`config.mk`:
```
export PLATFORM = sky130hd
export DESIGN_NAME = fifo_wr_arbiter
export DESIGN_NICKNAME = d
export VERILOG_FILES = /design/src/rtl/fifo_wr_arbiter.sv
export SDC_FILE = /design/constraint.sdc
export NUM_CORES = 1
export LEC_CHECK = 0
export ABC_AREA = 1
export CELL_PAD_IN_SITES_DETAIL_PLACEMENT = 1
export CELL_PAD_IN_SITES_GLOBAL_PLACEMENT = 1
export CORE_MARGIN = 4
export CORE_UTILIZATION = 20
export DETAILED_ROUTE_END_ITERATION = 16
export PLACE_DENSITY = 0.86
export SLEW_MARGIN = 20
export SYNTH_ARGS = -nofsm -noshare
export SYNTH_HDL_FRONTEND = slang
export SYNTH_SLANG_ARGS = --single-unit
export TNS_END_PERCENT = 100
```
`constraint.sdc`:
```
create_clock -name clk -period 2.4 [get_ports clk]
set_input_delay 0.36 -clock clk [delete_from_list [all_inputs] [get_ports clk]]
set_output_delay 0.36 -clock clk [all_outputs]
set_load 0.05 [all_outputs]
```
`src/rtl/fifo_wr_arbiter.sv`:
```
// Round-robin, packet-aware arbiter sharing one FIFO write port among NUM_REQ requesters.
// A grant is held until the owner's last word; a watchdog aborts owners that stall mid-packet.
module fifo_wr_arbiter #(
    parameter int NUM_REQ    = 4,
    parameter int DATA_WIDTH = 32,
    parameter int TIMEOUT    = 64,
    localparam int IDW       = $clog2(NUM_REQ),
    localparam int CNTW      = $clog2(TIMEOUT + 1)
) (
    input  logic                          clk,
    input  logic                          reset,
    input  logic [NUM_REQ-1:0]            req_valid,
    input  logic [NUM_REQ-1:0]            req_last,
    input  logic [NUM_REQ*DATA_WIDTH-1:0] req_data,
    output logic [NUM_REQ-1:0]            req_ready,
    input  logic                          fifo_full,
    output logic                          fifo_wr_en,
    output logic [DATA_WIDTH-1:0]         fifo_data,
    output logic [IDW-1:0]                grant_id,
    output logic                          locked,
    output logic                          timeout_err
);

    typedef enum logic {IDLE, LOCKED} state_t;

    state_t          state, state_nxt;
    logic [IDW-1:0]  rr_ptr, rr_ptr_nxt;
    logic [IDW-1:0]  owner, owner_nxt;
    logic [IDW-1:0]  last_grant, last_grant_nxt;
    logic [CNTW-1:0] idle_cnt, idle_cnt_nxt;
    logic            err_q, err_nxt;
    logic [IDW-1:0]  winner, cand, sel;
    logic [NUM_REQ-1:0] ready;
    logic            xfer;

    function automatic logic [IDW-1:0] next_idx(input logic [IDW-1:0] i);
        return (int'(i) == NUM_REQ - 1) ? '0 : i + 1'b1;
    endfunction

    // Lowest rotated offset from rr_ptr wins, so scan offsets from high to low.
    always_comb begin
        winner = rr_ptr;
        cand   = '0;
        for (int k = NUM_REQ - 1; k >= 0; k--) begin
            cand = IDW'((int'(rr_ptr) + k) % NUM_REQ);
            if (req_valid[cand]) winner = cand;
        end
    end

    always_comb begin
        state_nxt      = state;
        rr_ptr_nxt     = rr_ptr;
        owner_nxt      = owner;
        last_grant_nxt = last_grant;
        idle_cnt_nxt   = idle_cnt;
        err_nxt        = err_q;
        ready          = '0;
        sel            = owner;
        if (!reset) begin
            case (state)
                IDLE: begin
                    sel = winner;
                    if ((|req_valid) && !fifo_full) begin
                        ready[winner]  = 1'b1;
                        last_grant_nxt = winner;
                        if (req_last[winner]) begin
                            rr_ptr_nxt = next_idx(winner);
                        end else begin
                            state_nxt    = LOCKED;
                            owner_nxt    = winner;
                            idle_cnt_nxt = '0;
                        end
                    end
                end
                LOCKED: begin
                    ready[owner] = !fifo_full;
                    if (req_valid[owner] && !fifo_full) begin
                        idle_cnt_nxt = '0;
                        if (req_last[owner]) begin
                            state_nxt  = IDLE;
                            rr_ptr_nxt = next_idx(owner);
                        end
                    end else if (!req_valid[owner]) begin
                        // Backpressure-only stalls hold the counter; only owner silence counts.
                        if (idle_cnt == CNTW'(TIMEOUT - 1)) begin
                            state_nxt    = IDLE;
                            rr_ptr_nxt   = next_idx(owner);
                            err_nxt      = 1'b1;
                            idle_cnt_nxt = '0;
                        end else begin
                            idle_cnt_nxt = idle_cnt + 1'b1;
                        end
                    end
                end
                default: state_nxt = IDLE;
            endcase
        end
    end

    always_ff @(posedge clk) begin
        if (reset) begin
            state      <= IDLE;
            rr_ptr     <= '0;
            owner      <= '0;
            last_grant <= '0;
            idle_cnt   <= '0;
            err_q      <= 1'b0;
        end else begin
            state      <= state_nxt;
            rr_ptr     <= rr_ptr_nxt;
            owner      <= owner_nxt;
            last_grant <= last_grant_nxt;
            idle_cnt   <= idle_cnt_nxt;
            err_q      <= err_nxt;
        end
    end

    always_comb begin
        xfer        = |(req_valid & ready);
        req_ready   = ready;
        fifo_wr_en  = xfer;
        fifo_data   = xfer ? req_data[int'(sel)*DATA_WIDTH +: DATA_WIDTH] : '0;
        locked      = !reset && (state == LOCKED);
        timeout_err = !reset && err_q;
        if (reset)
            grant_id = '0;
        else if (state == LOCKED)
            grant_id = owner;
        else if (xfer)
            grant_id = winner;
        else
            grant_id = last_grant;
    end

endmodule

```
==> reports/qor.yml, run 1 <==
overflow: 0
drive_gt1_frac: 0.334
grt_pass1_vias: 4806
avgRoutedWirePerCell_microns: 20.3
crit_arrival_ns: 2.69
synth_area_sq_um: 2630
crit_required_ns: 2.04
dp_hpwl_mm: 13.6
max_stage_delay_ns: 0.41
synth-edff-count: 0
instances_no_fill: 878
fmax_mhz: 328
muxShareOfSynthArea: 0
grt_max_degree: 37
drt_iter0_drc: 192
io_pins: 180
rows: 41
yosys_most_used_dff: "dfxtp_1"
crit_buf_inv: 6
startpoint_type: "register"
synth-xor-area-share: 0.00998
grt_first_pass_wirelength_mm: 26.0
syn_inst: 479
routed_wl_mm: 17.9
crit_path_end_kind: "output port"
antenna_cells: 0
worst_slew_pin_slew_ns: 0.399
viasPerCell: 5.03
status: "complete, but fails checks"
hold_viol_final: 0
yosysUniqueCellTypes: 33
setup_viol_count_final: 37
dp_worst_setup_slack_ns: -0.888
first_pass_iters: 4
grt_use_met2: 0.420
p_per_area_nw_per_um2: 922
cp_max_fo: 6
grt_setup_unrepaired: "yes"
n_fill_cell: 1539
gp_congestion: 0.895
skew_ns: 0.00325
worst_skew_pair.late_latency_ns: 0.25
synth_area_per_cell_sq_um: 5.50
ir_drop_v: 0.000510
timing.hold.ws_ns: 0.452
slew_viol_final: 0
nets: 852
ys.warnings.count: 0
synthesis.nets: 624
track_usage: 0.221
crit_cells: 21
yosysSeqAreaShare: 0.114
path_delay_family: "simple AND/OR/NAND/NOR gates"
dieArea_sq_um: 15100
numCtsBuffers: 3
leakage_nw: 2.66
drcViolationCount: 0
coreArea_sq_um: 12800
grt_util_met1: 0.225
ant_nets: 0
reg2reg_depth: 21
relSlewSlack: 0.733
die_y_microns: 123
synthToLayoutAreaGrowth_pct: 141
synth-simple-area-share: 0.267
synth_top_family_by_area: "compound AO/OA/AOI/OAI gates"
cp_slowest_cell: "dfxtp_4"
port_buffers: 179
die_x_microns: 123
clkSinkCount: 15
h-tree-depth: 1
synth_compound_area_frac: 0.365
root_buffer: "clkbuf_16"
start_util: 0.206
cp_cell_sequence: "buf_8 > nand2_4 > nand2_4 > nand2_2 > nand2_2 > inv_2 > nand2_2 > nand2_2 > nand2_2 > nand2_4 > inv_4 > ha_4 > nand2_4 > a21oi_4 > nand2_2 > nand2_4 > nor2_4 > buf_12 > buf_16 > a21oi_4 > buf_12"
antenna_found_initial: 0
clkTransAtPathRegs_ns: 0.05
ys_ff_latch: 15
dpl.cell_count: 859
reg2reg_slack_ns: 0.08
clock_path_buffers: 2
finalCoreUtilization: 0.497
worst_slack_ns: -0.652
vias: 4418
top_usage_layer: "met2"
cts_tree: "done"
synth-async-reset-ratio: 0
finalCritPeriodShare: 1.27
use_met3: 0.0562
holdCritPathClass: "reg2reg"
cpMostUsedCell: "nand2_2"
synth_fa_ha_area_frac: 0.0285
violations: "negative setup slack"
min_period_ns: 3.05
hold-path-cell-count: 2
cap_violations: 0
critical_path_class: "reg2out"
==> registers in the layout (all words and copies together), names as in the netlist <==
name,flops
state,1
last_grant,2
rr_ptr,2
idle_cnt,7
owner,2
err_q,1
==> final timing paths <==
path / end / from
hold / removal: idle_cnt[6] / idle_cnt[6]
setup / recovery: fifo_data[24] / rr_ptr[0]
setup reg to reg: owner[1] / rr_ptr[0]
hold reg to reg: idle_cnt[6] / idle_cnt[6]
==> cell usage after synthesis, types with 6 or more instances <==
library cell	count	area [sq um]
ha_1	6	75.1
nor2_1	17	63.8
nand2_1	111	417
o21ai_1	31	155
dfxtp_1	15	300
nand3_1	19	95.1
o21ai_0	14	70.1
buf_4	7	52.6
inv_1	85	319
a21oi_1	83	415
buf_6	8	90.1
buf_2	12	60.1
o211ai_1	32	240
==> cell type report <==
class / instances / area, sq um / area share
clock buffer: 3 / 75.1 / 0.0118
clock inverter: 1 / 5.00 / 0.000788
inverter: 94 / 377 / 0.0593
multi-input combinational: 341 / 2430 / 0.383
sequential: 15 / 308 / 0.0485
tap: 172 / 215 / 0.0339
timing repair buffer: 252 / 2940 / 0.463
==> power by group <==
| group | leakage, nW | internal [mW] | switching, mW | total, mW |
|---|---|---|---|---|
| clock network | 0.0409 | 0.224 | 0.121 | 0.345 |
| registers | 0.124 | 0.295 | 0.0628 | 0.358 |
| logic | 2.49 | 2.21 | 2.94 | 5.16 |
| total | 2.66 | 2.73 | 3.12 | 5.86 |
==> metrics by stage <==
stage | instance area [sq um] | power, mW | TNS (ns)
floorplan | 3070 | 3.03 | -12.93
global placement | 5780 | 4.59 | -27.64
detailed placement | 5780 | 4.79 | -33.97
CTS | 6140 | 5.53 | -19.34
global route | 6350 | 6.15 | -26.59
finish | 6350 | 5.86 | -21.97
==> cells by family (layout without fill, tap and decap cells) <==
kind of cell	count (synthesis)	count (layout)
AOI/OAI and AO/OA	168	168
buffers and inverters	123	350
DFF	15	15
xor gates and xnor gates	3	3
and+or+nand+nor	164	164
adders and majority gates	6	6
==> placed cells by master (no fill, tap or decap), types with 16 or more instances in the layout <==
cell type	Yosys	layout
a21oi_4	1	36
nand2_1	111	78
a21oi_1	83	45
o211ai_1	32	32
buf_12	0	46
o21ai_1	31	34
nor2_1	17	16
inv_1	85	79
nand2_2	4	26
clkdlybuf4s50_1	0	134
buf_4	7	54
==> worst min-delay path, stage by stage, from the launching register on <==
cell and delay, ns:
dfxtp_1 0.32, nand3_2 0.06, inv_1 0.03
==> what timing repair did <==
action	4_1_cts	5_1_grt
pin swaps	21	22
cloned	3	0
gates resized for setup	46	60
setup buffers	10	5
setup endpoints to repair	51	51
hold buffers	0	0
==> per-layer routing <==
metal,routed length [microns],up-vias
li1,-,2033
met3,1380,67
met1,6420,2118
met5,0,-
met2,9220,200
met4,830,0
Power figures use the tool's default switching activity.
==> run 2, diff against run 1 <==
- SLEW_MARGIN: 20 -> default
==> results of run 2 <==
Same layout as run 1: the final DEF is identical, and so are final timing and power.
